**src/rtl/coh_bus_sequencer.sv**
```systemverilog
// Serialises per-core coherence requests onto the shared snoop bus and merges snoop
// responses into one completion. Optional snoop-phase timeout: COH_SNOOP_TIMEOUT_EN.
module coh_bus_sequencer #(
    parameter int unsigned NumCores      = 4,
    parameter int unsigned AddrW         = 32,
    parameter int unsigned TimeoutCycles = 64
) (
    input  logic                      clk,
    input  logic                      rstN,
    input  logic [NumCores-1:0]       core_req_valid,
    input  logic [2*NumCores-1:0]     core_req_cmd,
    input  logic [AddrW*NumCores-1:0] core_req_addr,
    output logic [NumCores-1:0]       core_req_ready,
    output logic [NumCores-1:0]       arb_req,
    input  logic [NumCores-1:0]       arb_grant,
    output logic                      bus_valid,
    output logic [1:0]                bus_cmd,
    output logic [AddrW-1:0]          bus_addr,
    output logic [NumCores-1:0]       bus_src,
    input  logic [NumCores-1:0]       snoop_done,
    input  logic [NumCores-1:0]       snoop_shared,
    input  logic [NumCores-1:0]       snoop_dirty,
    output logic                      resp_valid,
    output logic [NumCores-1:0]       resp_dst,
    output logic                      resp_shared,
    output logic                      resp_dirty,
    output logic                      resp_err,
    input  logic                      resp_ready
);
    typedef enum logic [1:0] {IDLE, BCAST, SNOOP, RESP} state_e;
    localparam logic [1:0] CmdFlush = 2'b11;

    if (TimeoutCycles < 2) begin : g_timeout_param_check
        $error("TimeoutCycles must be at least 2");
    end

    state_e              state_q;
    logic [1:0]          cmd_q;
    logic [AddrW-1:0]    addr_q;
    logic [NumCores-1:0] src_q;
    logic [NumCores-1:0] done_q;
    logic                shared_q;
    logic                dirty_q;

    logic [1:0]          grant_cmd;
    logic [AddrW-1:0]    grant_addr;
    logic [NumCores-1:0] new_done;
    logic [NumCores-1:0] done_d;
    logic                shared_d;
    logic                dirty_d;
    logic                snoop_complete;

    // Grant is one-hot, so an OR of the masked per-core fields selects the winner.
    always_comb begin
        grant_cmd  = '0;
        grant_addr = '0;
        for (int i = 0; i < NumCores; i++) begin
            if (arb_grant[i]) begin
                grant_cmd  = grant_cmd | core_req_cmd[2*i +: 2];
                grant_addr = grant_addr | core_req_addr[AddrW*i +: AddrW];
            end
        end
    end

    // Only first responses from non-source cores contribute.
    assign new_done       = snoop_done & ~src_q & ~done_q;
    assign done_d         = done_q | new_done;
    assign shared_d       = shared_q | (|(snoop_shared & new_done));
    assign dirty_d        = dirty_q | (|(snoop_dirty & new_done));
    assign snoop_complete = &(done_d | src_q);

`ifdef COH_SNOOP_TIMEOUT_EN
    localparam int unsigned CntW = $clog2(TimeoutCycles);
    logic [CntW-1:0] cnt_q;
    logic            err_q;
    logic            timeout_hit;
    assign timeout_hit = (cnt_q == CntW'(TimeoutCycles - 1));
    assign resp_err    = err_q;
`else
    assign resp_err = 1'b0;
`endif

    always_ff @(posedge clk or negedge rstN) begin
        if (!rstN) begin
            state_q  <= IDLE;
            cmd_q    <= '0;
            addr_q   <= '0;
            src_q    <= '0;
            done_q   <= '0;
            shared_q <= 1'b0;
            dirty_q  <= 1'b0;
`ifdef COH_SNOOP_TIMEOUT_EN
            cnt_q    <= '0;
            err_q    <= 1'b0;
`endif
        end else begin
            case (state_q)
                IDLE: begin
                    if (|arb_grant) begin
                        cmd_q   <= grant_cmd;
                        addr_q  <= grant_addr;
                        src_q   <= arb_grant;
                        state_q <= BCAST;
                    end
                end
                BCAST: begin
                    done_q   <= '0;
                    shared_q <= 1'b0;
                    dirty_q  <= 1'b0;
`ifdef COH_SNOOP_TIMEOUT_EN
                    cnt_q    <= '0;
                    err_q    <= 1'b0;
`endif
                    state_q  <= (cmd_q == CmdFlush) ? RESP : SNOOP;
                end
                SNOOP: begin
                    done_q   <= done_d;
                    shared_q <= shared_d;
                    dirty_q  <= dirty_d;
`ifdef COH_SNOOP_TIMEOUT_EN
                    cnt_q    <= cnt_q + 1'b1;
                    if (!snoop_complete && timeout_hit) begin
                        err_q   <= 1'b1;
                        state_q <= RESP;
                    end
`endif
                    if (snoop_complete) begin
                        state_q <= RESP;
                    end
                end
                RESP: begin
                    if (resp_ready) begin
                        state_q <= IDLE;
                    end
                end
                default: state_q <= IDLE;
            endcase
        end
    end

    // Requests are exposed only in IDLE so the arbiter advances once per transaction.
    assign arb_req        = (rstN && state_q == IDLE) ? core_req_valid : '0;
    assign core_req_ready = (rstN && state_q == IDLE) ? arb_grant : '0;

    assign bus_valid   = (state_q == BCAST);
    assign bus_cmd     = cmd_q;
    assign bus_addr    = addr_q;
    assign bus_src     = src_q;
    assign resp_valid  = (state_q == RESP);
    assign resp_dst    = src_q;
    assign resp_shared = shared_q;
    assign resp_dirty  = dirty_q;
endmodule

```
**config.mk**
```make
export PLATFORM = sky130hd
export DESIGN_NAME = coh_bus_sequencer
export DESIGN_NICKNAME = d
export VERILOG_FILES = /design/src/rtl/coh_bus_sequencer.sv
export SDC_FILE = /design/constraint.sdc
export NUM_CORES = 1
export LEC_CHECK = 0
export ABC_AREA = 1
export ABC_CLOCK_PERIOD_IN_PS = 3300
export CAP_MARGIN = 20
export CELL_PAD_IN_SITES_DETAIL_PLACEMENT = 0
export CELL_PAD_IN_SITES_GLOBAL_PLACEMENT = 1
export CORE_UTILIZATION = 30
export DETAILED_ROUTE_END_ITERATION = 16
export DONT_BUFFER_PORTS = 1
export GPL_TIMING_DRIVEN = 0
export PLACE_DENSITY = 0.62
export SLEW_MARGIN = 20
export SYNTH_ARGS = -nofsm -noshare
export SYNTH_HDL_FRONTEND = slang
export SYNTH_SLANG_ARGS = --single-unit
```
**constraint.sdc**
```tcl
create_clock -name clk -period 3.3 [get_ports clk]
set_clock_uncertainty 0.05 [all_clocks]
set_input_delay 0.66 -clock clk [delete_from_list [all_inputs] [get_ports clk]]
set_output_delay 0.66 -clock clk [all_outputs]
set_load 0.1 [all_outputs]
```
==> metrics.md <==
| Metric | Value |
|---|---|
| Status | `complete, no violations` |
| Fill cell total of the finished layout | `about 1,100` |
| Die height | `about 100 um` |
| Crit path required time | `around 2600 ps` |
| Detailed Route WL | `about 9400 um` |
| Worst-Margin Slew | `~1100 ps` |
| Initial DRC count | `40` |
| Max Clock Freq | `0.331 GHz` |
| Top FF cell, synth | `dfrtp_1` |
| Netlist cell types | `21` |
| Initial Utilization | `around a third` |
| Cell with the most instances after synthesis | `nand2_1` |
| Synth Register Bits | `46` |
| Synth Area in Compound Gates | `under 10%` |
| Hold Vio Cnt, Final | `0` |
| Clock slew at reported path FFs | `approximately 90 ps` |
| Crit start category | `register` |
| Synth area leaders | `dfrtp_1, nand2_1, nand4_1` |
| GRT overflow | `0` |
| Hpwl dp | `7200 um` |
| Site Rows | `35` |
| Die footprint | `about 0.010 mm^2` |
| Unrepaired setup endpoints after global routing | `no` |
| Post-synth net total | `between 600 and 700` |
| Cell Area, Synth | `0.00296 mm^2` |
| Area share of and/or/nand/nor cells after synthesis | `a little under half` |
| 1st-pass router iterations | `6` |
| Origin of the critical flop-to-flop path | `bus_src[1]` |
| Clock H-tree levels | `2` |
| Post-route ant nets | `0` |
| Synth cell count leaders | `nand2_1, dfrtp_1, nand4_1, inv_1, buf_2` |
| Share of the synthesized area in the top cell type | `roughly two fifths` |
| Crit Path Category | `reg2out` |
| DIE WIDTH | `slightly above 100 um` |
| DR vias/cell | `between 4 and 5` |
| Synth warn | `0` |
| Layout Nets | `about 610` |
| Worst-Skew Late Latency | `about 300 ps` |
| Layout area overhead | `10.8%` |
| Global-route wire length before repair | `about 14,000 um` |
| Crit-path max FO | `8` |
| Xor/xnor share of the synthesized area | `0%` |
| Routed wire per std cell | `between 15 and 20 um` |
| Placer Congestion | `0.802` |
| Via count | `~2,800` |
| CTS root buf | `clkbuf_8` |
| GRT Total Usage | `approximately 19%` |
| Antenna violations before repair | `0` |
| Post-synth EDFFs | `0` |
| Critical Path AT | `about 2300 ps` |
| CP endpoint kind | `primary output` |
| Cell count after synthesis | `~440` |
| Max-slew violations | `0` |
| Slew margin rel. | `between 20 and 30%` |
| Cts bufs inserted | `5` |
| Hold crit path type | `in2async` |
| Sequential-to-total area share from yosys stat | `39.0%` |
| Post-route DRC | `0` |
| Cell taking the most area after synthesis | `dfrtp_1` |
| Max clock buf depth | `2` |
| Share of layout cells above drive strength 1 | `~14%` |
| Core area | `about 0.0094 mm^2` |
| CTS sink count | `46` |
| CTS tree | `built` |
| Mux share of post-synthesis cell area | `0%` |
| # IOs | `roughly 210` |
| N_diodes | `0` |
| Final setup viols | `0` |
| Max Cap Viol | `0` |
| Sum Neg Setup Slack | `0 ps` |
| Number of global-route vias before repair | `about 2,800` |
| Synth Area in Adders | `under 10%` |
| Mean Syn Cell Area | `approximately 6.7 um^2` |
| Final period utilization | `about nine tenths` |
| Pin count of the biggest net entering global routing | `47` |
| I/O Buffers | `0` |
| Post-route minimum period | `between 3000 and 4000 ps` |
| CP startpoint | `state_q[0]` |
| Ys async rst share | `100%` |
| Largest family of logic cells by synthesized area | `simple AND/OR/NAND/NOR gates` |
[per-stage QoR]
stage | cell area [um^2] | cells | util (%) | hold WS [ps] | worst slack (ps)
after floorplan | 2960 | 442 | - | 314 | 292
after global placement | 3120 | 571 | 33.3 | 316 | 120
after detailed placement | 3140 | 571 | 33.5 | 316 | 572
after CTS | 3270 | 580 | 34.9 | 156 | 257
after global routing | 3270 | 580 | 34.9 | 151 | 142
final | 3270 | 580 | 34.9 | 154 | 279
[cell usage in the layout (no fill, tap or decap), types with 2 or more instances in the layout]
cell	n
nand3_1	10
inv_2	3
clkbuf_8	5
inv_1	19
o21ba_2	3
a21oi_1	4
buf_2	16
dfrtp_1	46
nor2_1	6
buf_6	3
nand2_2	11
nor3_1	3
buf_4	8
o21ai_0	8
clkinv_2	2
ha_1	5
nor2_2	8
nand4_1	36
nand2_1	248
[critical path, stage by stage (launching register included)]
cell	delay, ps
dfrtp_1	420
inv_1	150
ha_1	250
nand2_1	280
nor2_2	900
[cell families after synthesis]
group	count (synthesis)
compound gates	16
fa+ha+maj	5
buf+inv	50
flops	46
other cells	1
simple gates	324
[sequential cells by signal, summed over array words and instances, names as in the netlist]
| signal | cells |
|---|---|
| resp_shared | 1 |
| bus_addr | 32 |
| done_q | 4 |
| resp_dirty | 1 |
| bus_src | 4 |
| state_q | 2 |
| bus_cmd | 2 |
[area by class of cell]
class	count	area (um^2)	area share [%]
clock inverters	3	40.0	1.22
inverters	22	82.6	2.52
well taps	129	161	4.93
clock buffers	5	68.8	2.10
plain buffers	28	194	5.93
multi-input cells	346	1550	47.3
repair buffers	1	27.5	0.841
flip-flops and latches	46	1150	35.2
[layer usage]
metal  vias to the layer above  part of all wire, %  track usage (%)
met3                        12                  8.4             4.97
met4                         0                  1.5             4.68
met2                       127                   49             33.1
met5                         -                    0                0
li1                       1404                    -                -
met1                      1283                   41             22.0
[what timing repair did]
action | CTS | global route
resized for setup | 0 | 0
buffers inserted | 0 | 0
endpoints found under the hold margin | 46 | 0
hold buffers | 1 | 0
[path summary, 6_finish.rpt]
| kind | to | slack, ps | depth (start not counted) |
|---|---|---|---|
| max reg2reg | state_q[1] | 1260 | 7 |
| min reg2reg | done_q[1] | 470 | 1 |
| max in group asynchronous | bus_addr[29] | 2840 | 1 |
| min | bus_addr[7] | 150 | 1 |
| max | core_req_ready[3] | 280 | 4 |
| min in group clk | done_q[3] | 460 | 2 |
Power is not shown: default switching activity piles up to over one toggle a cycle in this logic, so the estimate is an artifact.
